--- src/rtl/alu_share_arbiter.sv ---
// Two-requester round-robin arbiter in front of a shared combinational ALU.
// One op in flight: IDLE accepts, EXEC drives the ALU from registered operands,
// RESP holds the captured result until the owning requester takes it.
module alu_share_arbiter #(
  parameter int unsigned WIDTH  = 32,
  parameter int unsigned CTRL_W = 4
) (
  input  logic                clk,
  input  logic                reset,
  input  logic [1:0]          req_valid,
  output logic [1:0]          req_ready,
  input  logic [2*WIDTH-1:0]  req_a,
  input  logic [2*WIDTH-1:0]  req_b,
  input  logic [2*CTRL_W-1:0] req_ctrl,
  output logic [1:0]          resp_valid,
  input  logic [1:0]          resp_ready,
  output logic [WIDTH-1:0]    resp_result,
  output logic                resp_zero,
  output logic [WIDTH-1:0]    alu_a,
  output logic [WIDTH-1:0]    alu_b,
  output logic [CTRL_W-1:0]   alu_ctrl,
  input  logic [WIDTH-1:0]    alu_result,
  input  logic                alu_zero,
  output logic                busy
);

  typedef enum logic [1:0] {StIdle, StExec, StResp} state_e;

  state_e              state_q, state_d;
  logic                rr_ptr_q, rr_ptr_d;
  logic                id_q, id_d;
  logic [WIDTH-1:0]    a_q, a_d;
  logic [WIDTH-1:0]    b_q, b_d;
  logic [CTRL_W-1:0]   ctrl_q, ctrl_d;
  logic [WIDTH-1:0]    result_q, result_d;
  logic                zero_q, zero_d;
  logic                any_valid;
  logic                grant;

  // Grant selection: a lone requester wins, a tie goes to rr_ptr.
  always_comb begin
    any_valid = |req_valid;
    if (req_valid == 2'b11) begin
      grant = rr_ptr_q;
    end else begin
      grant = req_valid[1];
    end
  end

  // Next-state, operand latching and handshake outputs.
  always_comb begin
    state_d    = state_q;
    rr_ptr_d   = rr_ptr_q;
    id_d       = id_q;
    a_d        = a_q;
    b_d        = b_q;
    ctrl_d     = ctrl_q;
    result_d   = result_q;
    zero_d     = zero_q;
    req_ready  = 2'b00;
    resp_valid = 2'b00;
    unique case (state_q)
      StIdle: begin
        if (any_valid) begin
          req_ready[grant] = 1'b1;
          id_d   = grant;
          a_d    = grant ? req_a[2*WIDTH-1:WIDTH] : req_a[WIDTH-1:0];
          b_d    = grant ? req_b[2*WIDTH-1:WIDTH] : req_b[WIDTH-1:0];
          ctrl_d = grant ? req_ctrl[2*CTRL_W-1:CTRL_W] : req_ctrl[CTRL_W-1:0];
          state_d = StExec;
        end
      end
      StExec: begin
        result_d = alu_result;
        zero_d   = alu_zero;
        state_d  = StResp;
      end
      StResp: begin
        resp_valid[id_q] = 1'b1;
        // Only the owner's resp_ready matters; the served side loses priority.
        if (resp_ready[id_q]) begin
          rr_ptr_d = ~id_q;
          state_d  = StIdle;
        end
      end
      default: state_d = StIdle;
    endcase
  end

  // State and datapath registers; reset drops any op in flight.
  always_ff @(posedge clk) begin
    if (reset) begin
      state_q  <= StIdle;
      rr_ptr_q <= 1'b0;
      id_q     <= 1'b0;
      a_q      <= '0;
      b_q      <= '0;
      ctrl_q   <= '0;
      result_q <= '0;
      zero_q   <= 1'b0;
    end else begin
      state_q  <= state_d;
      rr_ptr_q <= rr_ptr_d;
      id_q     <= id_d;
      a_q      <= a_d;
      b_q      <= b_d;
      ctrl_q   <= ctrl_d;
      result_q <= result_d;
      zero_q   <= zero_d;
    end
  end

  // ALU inputs come straight from the latched operands so they never toggle while idle.
  assign alu_a       = a_q;
  assign alu_b       = b_q;
  assign alu_ctrl    = ctrl_q;
  assign resp_result = result_q;
  assign resp_zero   = zero_q;
  assign busy        = (state_q != StIdle);

endmodule

--- config.mk ---
export PLATFORM = sky130hd
export DESIGN_NAME = alu_share_arbiter
export DESIGN_NICKNAME = d
export VERILOG_FILES = /design/src/rtl/alu_share_arbiter.sv
export SDC_FILE = /design/constraint.sdc
export NUM_CORES = 1
export LEC_CHECK = 0
export ABC_AREA = 1
export BUFFER_PORTS_ARGS = -buffer_cell sky130_fd_sc_hd__buf_4
export CORE_MARGIN = 3
export CORE_UTILIZATION = 35
export CTS_BUF_LIST = sky130_fd_sc_hd__clkbuf_4
export CTS_CLUSTER_DIAMETER = 100
export DETAILED_ROUTE_END_ITERATION = 10
export GPL_TIMING_DRIVEN = 0
export PLACE_DENSITY = 0.65
export SETUP_SLACK_MARGIN = 0.02
export SYNTH_ARGS = -nofsm -noshare
export SYNTH_HDL_FRONTEND = slang
export SYNTH_SLANG_ARGS = --single-unit
--- constraint.sdc ---
create_clock -name clk -period 1.8 [get_ports clk]
set_input_delay 0.18 -clock clk [delete_from_list [all_inputs] [get_ports clk]]
set_output_delay 0.18 -clock clk [all_outputs]
set_load 0.02 [all_outputs]
; ---- Word-level counts from Yosys, hierarchy flattened
; Index checks and enable logic that the tools add are counted.
[totals]
reg_bits = 105
out_inout_bits = 106
word_cells = 42
in_bits = 175
[op_classes]
n_lt_le_gt_ge = 4
muxes = 16
n_reduce_logical = 8
bitwise_logic = 1
eq_ne = 5
[ops]
columns = operator, count
row1 = two-way mux 32 bit, 2
row2 = two-way mux 2 bit, 5
row3 = case mux 2 bit (3 select lines), 1
row4 = AND reduction 2 bit, 3
row5 = two-way mux 1 bit, 5
row6 = == test 2 bit (second input constant), 2
row7 = < comparator 1 x 2 -> 1 bit (second input constant), 2
row8 = two-way mux 4 bit, 1
row9 = != test 2 bit (second input constant), 2
row10 = demux 1 bit (select 1 bit), 2
row11 = == test 2 x 1 -> 1 bit (second input constant), 1
row12 = greater-or-equal comparator 1 bit (second input constant), 2
row13 = logical AND 1 bit, 2
row14 = zero test 2 bit, 1
row15 = nonzero test 2 bit, 1
row16 = OR reduction 2 bit, 1
row17 = inverter 1 bit, 1

; ---- Depth between registers and ports, before layout
; Gate-level depths: netlist of run 1.
[depth]
word_depth = 8
mapped_depth = 8
mapped_depth_nobuf = 6

; ---- Least setup slack after synthesis of run 1
; Ideal clock, no wire load.
[synth_path]
path_type = reg2out
startpoint = register state_q[1]
endpoint = output req_ready[0]
stages_incl_launch_ff = 5
path_slack_ps = 554
t_arrival_ps = 1066
required_ps = 1620
cell_sequence = dfxtp_1 -> nor2_4 -> o21ai_4 -> buf_2 -> nor2_1
[synth_via]
elab_chain_cells = 2
[synth_rtl]
columns = element, line_no
row1 = from (decl), 29  ; state_e state_q, state_d;
row2 = from (signal assigned), 93  ; state_q <= StIdle;
row3 = from (signal assigned), 102  ; state_q <= state_d;
row4 = zero test 2 bit, 62  ; unique case (state_q)
row5 = two-way mux 2 bit, 62
row6 = to (decl), 11  ; output logic [1:0] req_ready,
; Every way passes these cells.

; ---- Final worst setup path of run 1
[layout_path]
startpoint = register state_q[1]
endpoint = output req_ready[1]
; The elaborated chain is that of the path after synthesis.

==> impl_metrics.py, run 1 <==
metrics = {
    "critical_path": {
        "required_ps": 1620,
        "rrSetupSlack_ps": 240,
        "crit_path_end_kind": "output pin",
        "crit_arrival_ps": 1490,
        "critPathMaxFanout": 19,
        "start_kind": "flip-flop",
        "critical_path_class": "flip-flop to output pin",
    },
    "logic_synthesis": {
        "ys_async_sr_fraction_pct": 0,
        "netlist_area_sq_um": 5100,
        "syn_inst": 722,
        "syn_nets": 897,
        "yosysSeqAreaShare_pct": 41.2,
        "synth_edf_count": 0,
        "yosys_warnings": 0,
        "synth_area_per_cell_sq_um": 7.07,
        "ys_seq_elements": 105,
        "yosys_most_used_dff": "dfxtp_1",
        "synth.distinct_cells": 22,
    },
    "global_routing": {
        "grt_max_degree": 20,
        "antenna_found_initial": 0,
        "grt_first_pass_wirelength_um": 29700,
        "grt_pass1_vias": 5999,
        "grt_remaining_overflow": 0,
        "grt_use_total_pct": 22.8,
    },
    "drt": {
        "post_drt_wl_per_cell_um": 14.6,
        "drt_wl_total_um": 19000,
        "firstDrtPassIters": 5,
        "antenna_left": 0,
        "drtIter0Drc": 247,
        "drc_errors": 0,
        "viasPerCell": 4.75,
        "vias": 6161,
    },
    "floorplanning": {
        "dieHeight_um": 127,
        "initial_core_util_pct": 36.3,
        "die_w_um": 127,
        "row_count": 43,
        "io-pin-count": 281,
        "core_sq_um": 14000,
        "dieArea_sq_um": 16100,
    },
    "placement": {
        "placed_cells": 1181,
        "gp_congestion": 0.903,
        "io_buffers": 279,
        "placed_area_sq_um": 7420,
        "hpwl_um": 13300,
    },
    "layout": {
        "area_growth_pct": 68.7,
        "fin_area_sq_um": 8600,
        "num-nets-final": 1288,
        "diodes": 0,
        "drive_gt1_share_pct": 33.3,
        "instances_no_fill": 1298,
    },
    "cts": {
        "cts_buffer_depth": 2,
        "cts_tree": "done",
        "clk_pin_slew_ps": 180,
        "cts_root_buf": "clkbuf_4",
        "clock_latency_ps": 470,
        "htreeDepth": 3,
        "cts_buffers": 9,
        "numClockSinks": 105,
    },
    "power": {
        "power.share.sequential_pct": 43.2,
        "cellInternalPower_mw": 4.04,
        "switching_share_pct": 34.8,
        "peakVddDrop_uv": 444,
        "power_frac_clock_pct": 20.7,
        "combPwrFrac_pct": 36.1,
        "power.density_nw_per_um2": 720,
        "p_leak_nw": 4.51,
        "switching_power_mw": 2.16,
        "power_mw": 6.19,
    },
    "timing": {
        "tns_ps": 0,
        "fmax_mhz": 598,
        "grt_setup_unrepaired": "yes",
        "relSlewSlack_pct": 68.0,
        "finalSetupViolations": 0,
        "hold_viol_final": 0,
        "tightest_slew_ps": 481,
        "fin_crit_sh_pct": 92.9,
        "fin_skew_ps": 19.6,
        "finalMaxSlewViolations": 0,
        "hold_slack_ps": 42.7,
        "finalCriticalPeriod_ps": 1670,
    },
    "status": {
        "status": "complete, no violations",
    },
    "job": {
        "cap_viol_max_count": 0,
    },
    "hold_path": {
        "min_path_type": "primary input to flip-flop",
    },
}
## synth_stat cells (8+ instances only)
library cell	instances	area [sq um]
a21oi_1	21	105
buf_2	22	110
buf_4	8	60.1
clkbuf_1	13	48.8
dfxtp_1	105	2100
inv_1	93	349
nand2_1	145	544
nand3_1	118	591
nand3_2	19	190
nand4_1	50	313
nor2_1	72	270
o21ai_0	33	165
## layout by cell type (no fill, tap or decap), types with 2 or more instances in the layout
cell type,instances
buf_4,293
nand2_1,145
nand3_1,118
dfxtp_1,103
dlygate4sd3_1,97
inv_1,93
nor2_1,71
nand4_1,50
o21ai_0,33
a21oi_1,21
buf_2,20
nand3_2,19
clkbuf_1,13
clkbuf_4,9
buf_6,6
inv_2,3
clkbuf_8,3
inv_6,3
nor2_4,2
buf_12,2
buf_8,2
clkinvlp_4,2
## sequential cells by signal, indices dropped and copies added, names as in the netlist
signal / count
rr_ptr_q: 1
alu_ctrl: 4
resp_result: 32
state_q: 2
alu_b: 32
alu_a: 32
id_q: 1
resp_zero: 1
## metrics by stage
| stage | utilization, % | setup WS, ps |
|---|---|---|
| 2_1_floorplan | - | 554 |
| 3_3_place_gp | 52.8 | 310 |
| 3_5_place_dp | 52.8 | 283 |
| 4_1_cts | 61.0 | 18.0 |
| 5_1_grt | 61.3 | 24.1 |
| 6_report | 61.3 | 127 |
## power groups by stage
stage	Combinational (mW)	Clock (mW)	Sequential (mW)
detailed placement	2.03	0	2.73
CTS	2.22	1.33	2.68
global placement	2.02	0	2.72
floorplan	0.853	0	2.98
finish	2.24	1.28	2.68
global route	2.44	1.41	2.71
## timing repair
item / CTS / global route
pin swaps: 1 / 2
hold endpoints to repair: 82 / 0
setup endpoints to repair: 2 / 3
hold buffers: 97 / 0
gates resized for setup: 5 / 4
setup buffers: 2 / 4
cloned: 0 / 0
## metal layers
layer | vias up | global-route usage [%] | share of wire [%]
met1 | 2747 | 26.2 | 40
met3 | 38 | 6.82 | 8.7
met2 | 267 | 39.9 | 48
li1 | 3109 | - | -
met5 | - | 0 | 0
met4 | 0 | 8.45 | 2.8
## cell type report
cell class	count	area (sq um)
repair buffers	382	3110
fillers	1277	5440
well taps	180	225
flip-flops and latches	105	2110
plain buffers	55	392
inverters	96	360
clock inverters	7	75.1
multi-input cells	464	2270
clock buffers	9	67.6
## logic make-up (layout without fill, tap and decap cells)
kind of cell | after synthesis | count (layout) | share of synthesized area, %
AO/OA/AOI/OAI | 56 | 56 | 5.94
buffers and inverters | 153 | 549 | 14.8
flip-flops | 105 | 105 | 41.2
AND/OR/NAND/NOR | 408 | 408 | 38.1
## worst max-delay path: stages (launching register included)
cell	delay, ps
dfxtp_2	370
nor2_4	160
buf_12	180
nand2_1	90
inv_1	80
buf_4	140
## path summary, 6_finish.rpt
check / start / to / depth (start not counted)
max reg2reg: state_q[0] / alu_a[27] / 9
max: state_q[1] / req_ready[1] / 5
min reg2reg: alu_a[11] / alu_a[11] / 2
min: req_a[49] / alu_a[17] / 5
Power figures use the tool's default switching activity.
==> run 2: changes to the inputs <==
--- a/config.mk
+++ b/config.mk
@@ -7,6 +7,7 @@
 export LEC_CHECK = 0
 export ABC_AREA = 1
 export BUFFER_PORTS_ARGS = -buffer_cell sky130_fd_sc_hd__buf_4
+export CORE_ASPECT_RATIO = 1.2
 export CORE_MARGIN = 3
 export CORE_UTILIZATION = 35
 export CTS_BUF_LIST = sky130_fd_sc_hd__clkbuf_4
==> constraint.sdc (replaced) <==
create_clock -name clk -period 1.97 [get_ports clk]
set_input_delay 0.197 -clock clk [delete_from_list [all_inputs] [get_ports clk]]
set_output_delay 0.197 -clock clk [all_outputs]
set_load 0.02 [all_outputs]
==> impl_metrics.py, run 2 (synthesized netlist as in run 1, its figures left out) <==
metrics = {
    "drt": {
        "drt_wl_total_um": 18200,
        "drtIter0Drc": 294,
        "drc_errors": 0,
        "viasPerCell": 4.77,
        "antenna_left": 0,
        "vias": 5929,
        "firstDrtPassIters": 4,
        "post_drt_wl_per_cell_um": 14.7,
    },
    "placement": {
        "io_buffers": 279,
        "hpwl_um": 13300,
        "placed_area_sq_um": 7410,
        "place_ws_ps": 527,
        "gp_congestion": 0.830,
    },
    "cts": {
        "cts_buffer_depth": 2,
        "cts_tree": "done",
        "cts_buffers": 9,
        "clk_pin_slew_ps": 190,
        "clock_latency_ps": 480,
        "numClockSinks": 105,
        "cts_root_buf": "clkbuf_4",
        "htreeDepth": 3,
    },
    "job": {
        "cap_viol_max_count": 0,
    },
    "power": {
        "p_leak_nw": 4.33,
        "power_mw": 5.69,
        "power.density_nw_per_um2": 698,
        "peakVddDrop_uv": 445,
    },
    "critical_path": {
        "reg2reg_from": "state_q[1]",
        "crit_arrival_ps": 1570,
        "critical_path_class": "flip-flop to output pin",
        "startpoint": "state_q[1]",
        "crit_path_end_kind": "output pin",
        "start_kind": "flip-flop",
        "critPathMaxFanout": 19,
        "required_ps": 1770,
    },
    "layout": {
        "final_common_cell": "buf_4",
        "drive_gt1_share_pct": 34.0,
        "layout_common_cells": "buf_4 (287), nand2_1 (145), nand3_1 (118)",
        "num-nets-final": 1242,
        "fin_area_sq_um": 8150,
        "area_growth_pct": 59.8,
    },
    "timing": {
        "finalSetupViolations": 0,
        "finalWorstSetupSlack_ps": 207,
        "hold_slack_ps": 35.5,
        "relSlewSlack_pct": 64.2,
        "tns_ps": 0,
        "fmax_mhz": 567,
        "fin_crit_sh_pct": 89.5,
        "grt_setup_unrepaired": "no",
        "hold_viol_final": 0,
        "tightest_slew_ps": 535,
        "finalCriticalPeriod_ps": 1760,
        "finalMaxSlewViolations": 0,
        "fin_skew_ps": 22.3,
    },
    "hold_path": {
        "hp-start": "req_a[18]",
        "min_path_type": "primary input to flip-flop",
    },
    "global_routing": {
        "met1_usage_pct": 25.6,
        "grt_max_degree": 20,
        "grt_first_pass_wirelength_um": 28600,
        "grt_remaining_overflow": 0,
        "grt_pass1_vias": 5844,
        "antenna_found_initial": 0,
        "top_usage_layer": "met2",
        "grt_use_total_pct": 22.2,
        "use_met3_pct": 5.86,
        "globalRouteMet2Util_pct": 38.1,
    },
    "floorplanning": {
        "row_count": 47,
        "initial_core_util_pct": 36.3,
        "dieArea_sq_um": 16100,
        "core_sq_um": 14100,
        "dieHeight_um": 138,
        "io-pin-count": 281,
        "die_w_um": 116,
    },
    "status": {
        "status": "complete, no violations",
    },
}
## run 2: changes by cell type in the layout (fill, tap and decap cells not counted), sizes merged
cell         delta
buf             -6
clkinvlp        -1
dlygate4sd3    -40
bufinv          +1
diode           +1
## run 2: stage by stage
stage                     cells  util, %
after CTS                  1244     58.0
final                      1244     58.0
after detailed placement   1172     52.7
after global placement     1172     52.7
after global routing       1243     58.0
after floorplan             722        -
## run 2: path summary, 6_finish.rpt
check,cells past startpoint,slack (ps),end
worst max-delay path,5,210,req_ready[1]
worst min-delay path,5,40,alu_a[18]
worst min register to register,2,470,alu_a[1]
worst max register to register,7,560,alu_b[18]
## run 2: critical path, stage by stage, from the launching register on
cell,delay [ps]
dfxtp_1,370
nor2_4,200
buf_6,230
nand2_1,100
inv_1,60
buf_4,130
## run 2: repair_timing
action	in CTS	in global routing
setup endpoints to repair	1	2
resized for setup	1	2
hold buffers	57	0
gates cloned	0	0
setup buffers	0	0
hold endpoints to repair	57	0
## run 2: cell type report
cell class | count | area [sq um]
Clock buffer | 9 | 67.6
Sequential cell | 105 | 2100
Tap cell | 171 | 214
Buffer | 55 | 383
Timing Repair Buffer | 336 | 2670
Inverter | 96 | 360
Multi-Input combinational cell | 464 | 2260
Antenna cell | 1 | 2.50
Clock inverter | 7 | 98.8
Fill cell | 1345 | 5900
## run 2: power breakdown
part           internal (mW)  switching, mW
Combinational          0.883           1.05
Sequential              2.33          0.110
Clock                  0.526          0.785
## run 2: metal layers
layer / up-vias / routed length (um)
met3: 41 / 1370
met2: 235 / 9090
met1: 2637 / 7180
met4: 0 / 596
li1: 3016 / -
met5: - / 0
==> run 3: changes to the inputs <==
--- a/config.mk
+++ b/config.mk
@@ -14,6 +14,7 @@
 export CTS_CLUSTER_DIAMETER = 100
 export DETAILED_ROUTE_END_ITERATION = 10
 export GPL_TIMING_DRIVEN = 0
+export HOLD_SLACK_MARGIN = 0.06
 export PLACE_DENSITY = 0.65
 export SETUP_SLACK_MARGIN = 0.02
 export SYNTH_ARGS = -nofsm -noshare
==> impl_metrics.py, run 3 (synthesized netlist as in run 1, its figures left out) <==
metrics = {
    "status": {
        "status": "complete, no violations",
    },
    "critical_path": {
        "worst-path-buf-inv": 4,
        "cp_slowest_cell": "dlygate4sd3_1",
        "required_ps": 2400,
        "slowest_delay_ps": 530,
        "reg2regPathDepth": 8,
        "crit_arrival_ps": 2290,
        "critPathTopFamily": "buffers and inverters",
        "r2r-end": "alu_b[2]",
        "rrSetupSlack_ps": 120,
        "crit_path_end_kind": "flip-flop",
        "reg2reg_from": "state_q[0]",
        "start_kind": "flip-flop",
        "cp_cell_sequence": "nor2_4 > buf_12 > buf_2 > nand4_1 > nand3_1 > nand2_1 > inv_1 > dlygate4sd3_1",
        "critPathMaxFanout": 15,
        "critical_path_class": "flip-flop to flip-flop",
    },
    "job": {
        "cap_viol_max_count": 0,
    },
    "hold_path": {
        "min_path_type": "primary input to flip-flop",
        "min_delay_worst_endpoint": "alu_a[6]",
        "hp-start": "req_a[38]",
        "hold_depth": 5,
    },
    "layout": {
        "num-nets-final": 1354,
        "drive_gt1_share_pct": 31.7,
        "final_common_cell": "buf_4",
        "fillCellCount": 1184,
        "multiInputGateArea_sq_um": 2260,
        "area_growth_pct": 81.9,
        "fin_area_sq_um": 9280,
        "fin_util_pct": 66.0,
        "layout_common_cells": "buf_4 (292), dlygate4sd3_1 (162), nand2_1 (145)",
        "seq_area_sq_um": 2110,
    },
    "global_routing": {
        "grt_pass1_vias": 6606,
        "grt_max_degree": 20,
        "grt_use_total_pct": 25.0,
        "grt_remaining_overflow": 0,
        "antenna_found_initial": 0,
        "grt_first_pass_wirelength_um": 32300,
    },
    "floorplanning": {
        "core_sq_um": 14100,
        "row_count": 47,
        "dieHeight_um": 138,
        "initial_core_util_pct": 36.3,
        "io-pin-count": 281,
        "die_w_um": 116,
        "dieArea_sq_um": 16100,
    },
    "timing": {
        "grt_setup_unrepaired": "no",
        "fin_crit_sh_pct": 94.0,
        "finalSetupViolations": 0,
        "tns_ps": 0,
        "finalMaxSlewViolations": 0,
        "finalWorstSetupSlack_ps": 119,
        "tightest_slew_ps": 511,
        "finalCriticalPeriod_ps": 1850,
        "fin_skew_ps": 23.9,
        "fmax_mhz": 540,
        "hold_viol_final": 0,
        "relSlewSlack_pct": 65.9,
    },
    "cts": {
        "clock_latency_ps": 490,
        "htreeDepth": 3,
        "cts_tree": "done",
        "cts_buffer_depth": 2,
        "cts_buffers": 9,
        "cts_root_buf": "clkbuf_4",
        "numClockSinks": 105,
        "clk_pin_slew_ps": 170,
    },
    "drt": {
        "drt_wl_total_um": 20400,
        "viasPerCell": 4.82,
        "post_drt_wl_per_cell_um": 15.1,
        "antenna_left": 0,
        "firstDrtPassIters": 5,
        "drc_errors": 0,
        "vias": 6541,
        "drtIter0Drc": 303,
    },
    "power": {
        "peakVddDrop_uv": 444,
        "power.density_nw_per_um2": 643,
        "power_mw": 5.97,
        "p_leak_nw": 4.83,
    },
    "placement": {
        "hpwl_um": 13300,
        "place_ws_ps": 527,
        "gp_congestion": 0.830,
        "placed_area_sq_um": 7410,
        "io_buffers": 279,
    },
}
==> run 3: worst max-delay path by stage <==
stage	from	endpoint	slack, ps	cells past startpoint
floorplan	state_q[1]	req_ready[0]	710	4
global placement	state_q[1]	req_ready[1]	530	6
detailed placement	state_q[1]	req_ready[1]	530	6
CTS	state_q[1]	req_ready[0]	30	5
global route	state_q[0]	alu_a[17]	10	8
finish	state_q[0]	alu_b[2]	120	8
==> run 3: where the power goes <==
part	internal, mW	switching, mW	leakage (nW)
Combinational	1.09	1.12	3.87
Sequential	2.33	0.112	0.866
Clock	0.526	0.782	0.0873
Total	3.95	2.02	4.83
==> run 3: tightest hold or removal path, stage by stage <==
cell     delay [ps]
buf_4            80
inv_1            30
nand3_1          70
nand3_1          70
a21oi_1         110
==> run 3: layout make-up <==
| cell class | instances | area share, % |
|---|---|---|
| diodes | 1 | 0.0270 |
| inverters | 96 | 3.88 |
| flip-flops and latches | 105 | 22.7 |
| multi-input cells | 464 | 24.3 |
| well taps | 171 | 2.31 |
| plain buffers | 56 | 4.42 |
| clock buffers | 9 | 0.728 |
| repair buffers | 447 | 40.5 |
| clock inverters | 7 | 1.07 |
==> run 3: through the flow <==
step           hold WS (ps)  cells
5_1_grt                80.1   1355
3_5_place_dp            410   1172
6_report                101   1356
4_1_cts                61.6   1349
2_1_floorplan           266    722
3_3_place_gp            413   1172
==> run 3: routing by layer <==
metal	up-vias	share of wire, %	GRT usage [%]
met4	0	5.0	13.0
met2	303	51	43.6
met5	-	0	0
li1	3233	-	-
met1	2925	38	27.6
met3	80	6.6	6.08
==> run 3: what timing repair did <==
action / in CTS / in global routing
endpoints found under the setup margin: 1 / 14
pin swaps: 0 / 1
endpoints found under the hold margin: 103 / 0
gates resized for setup: 1 / 14
hold buffers: 162 / 0
buffers inserted: 0 / 6
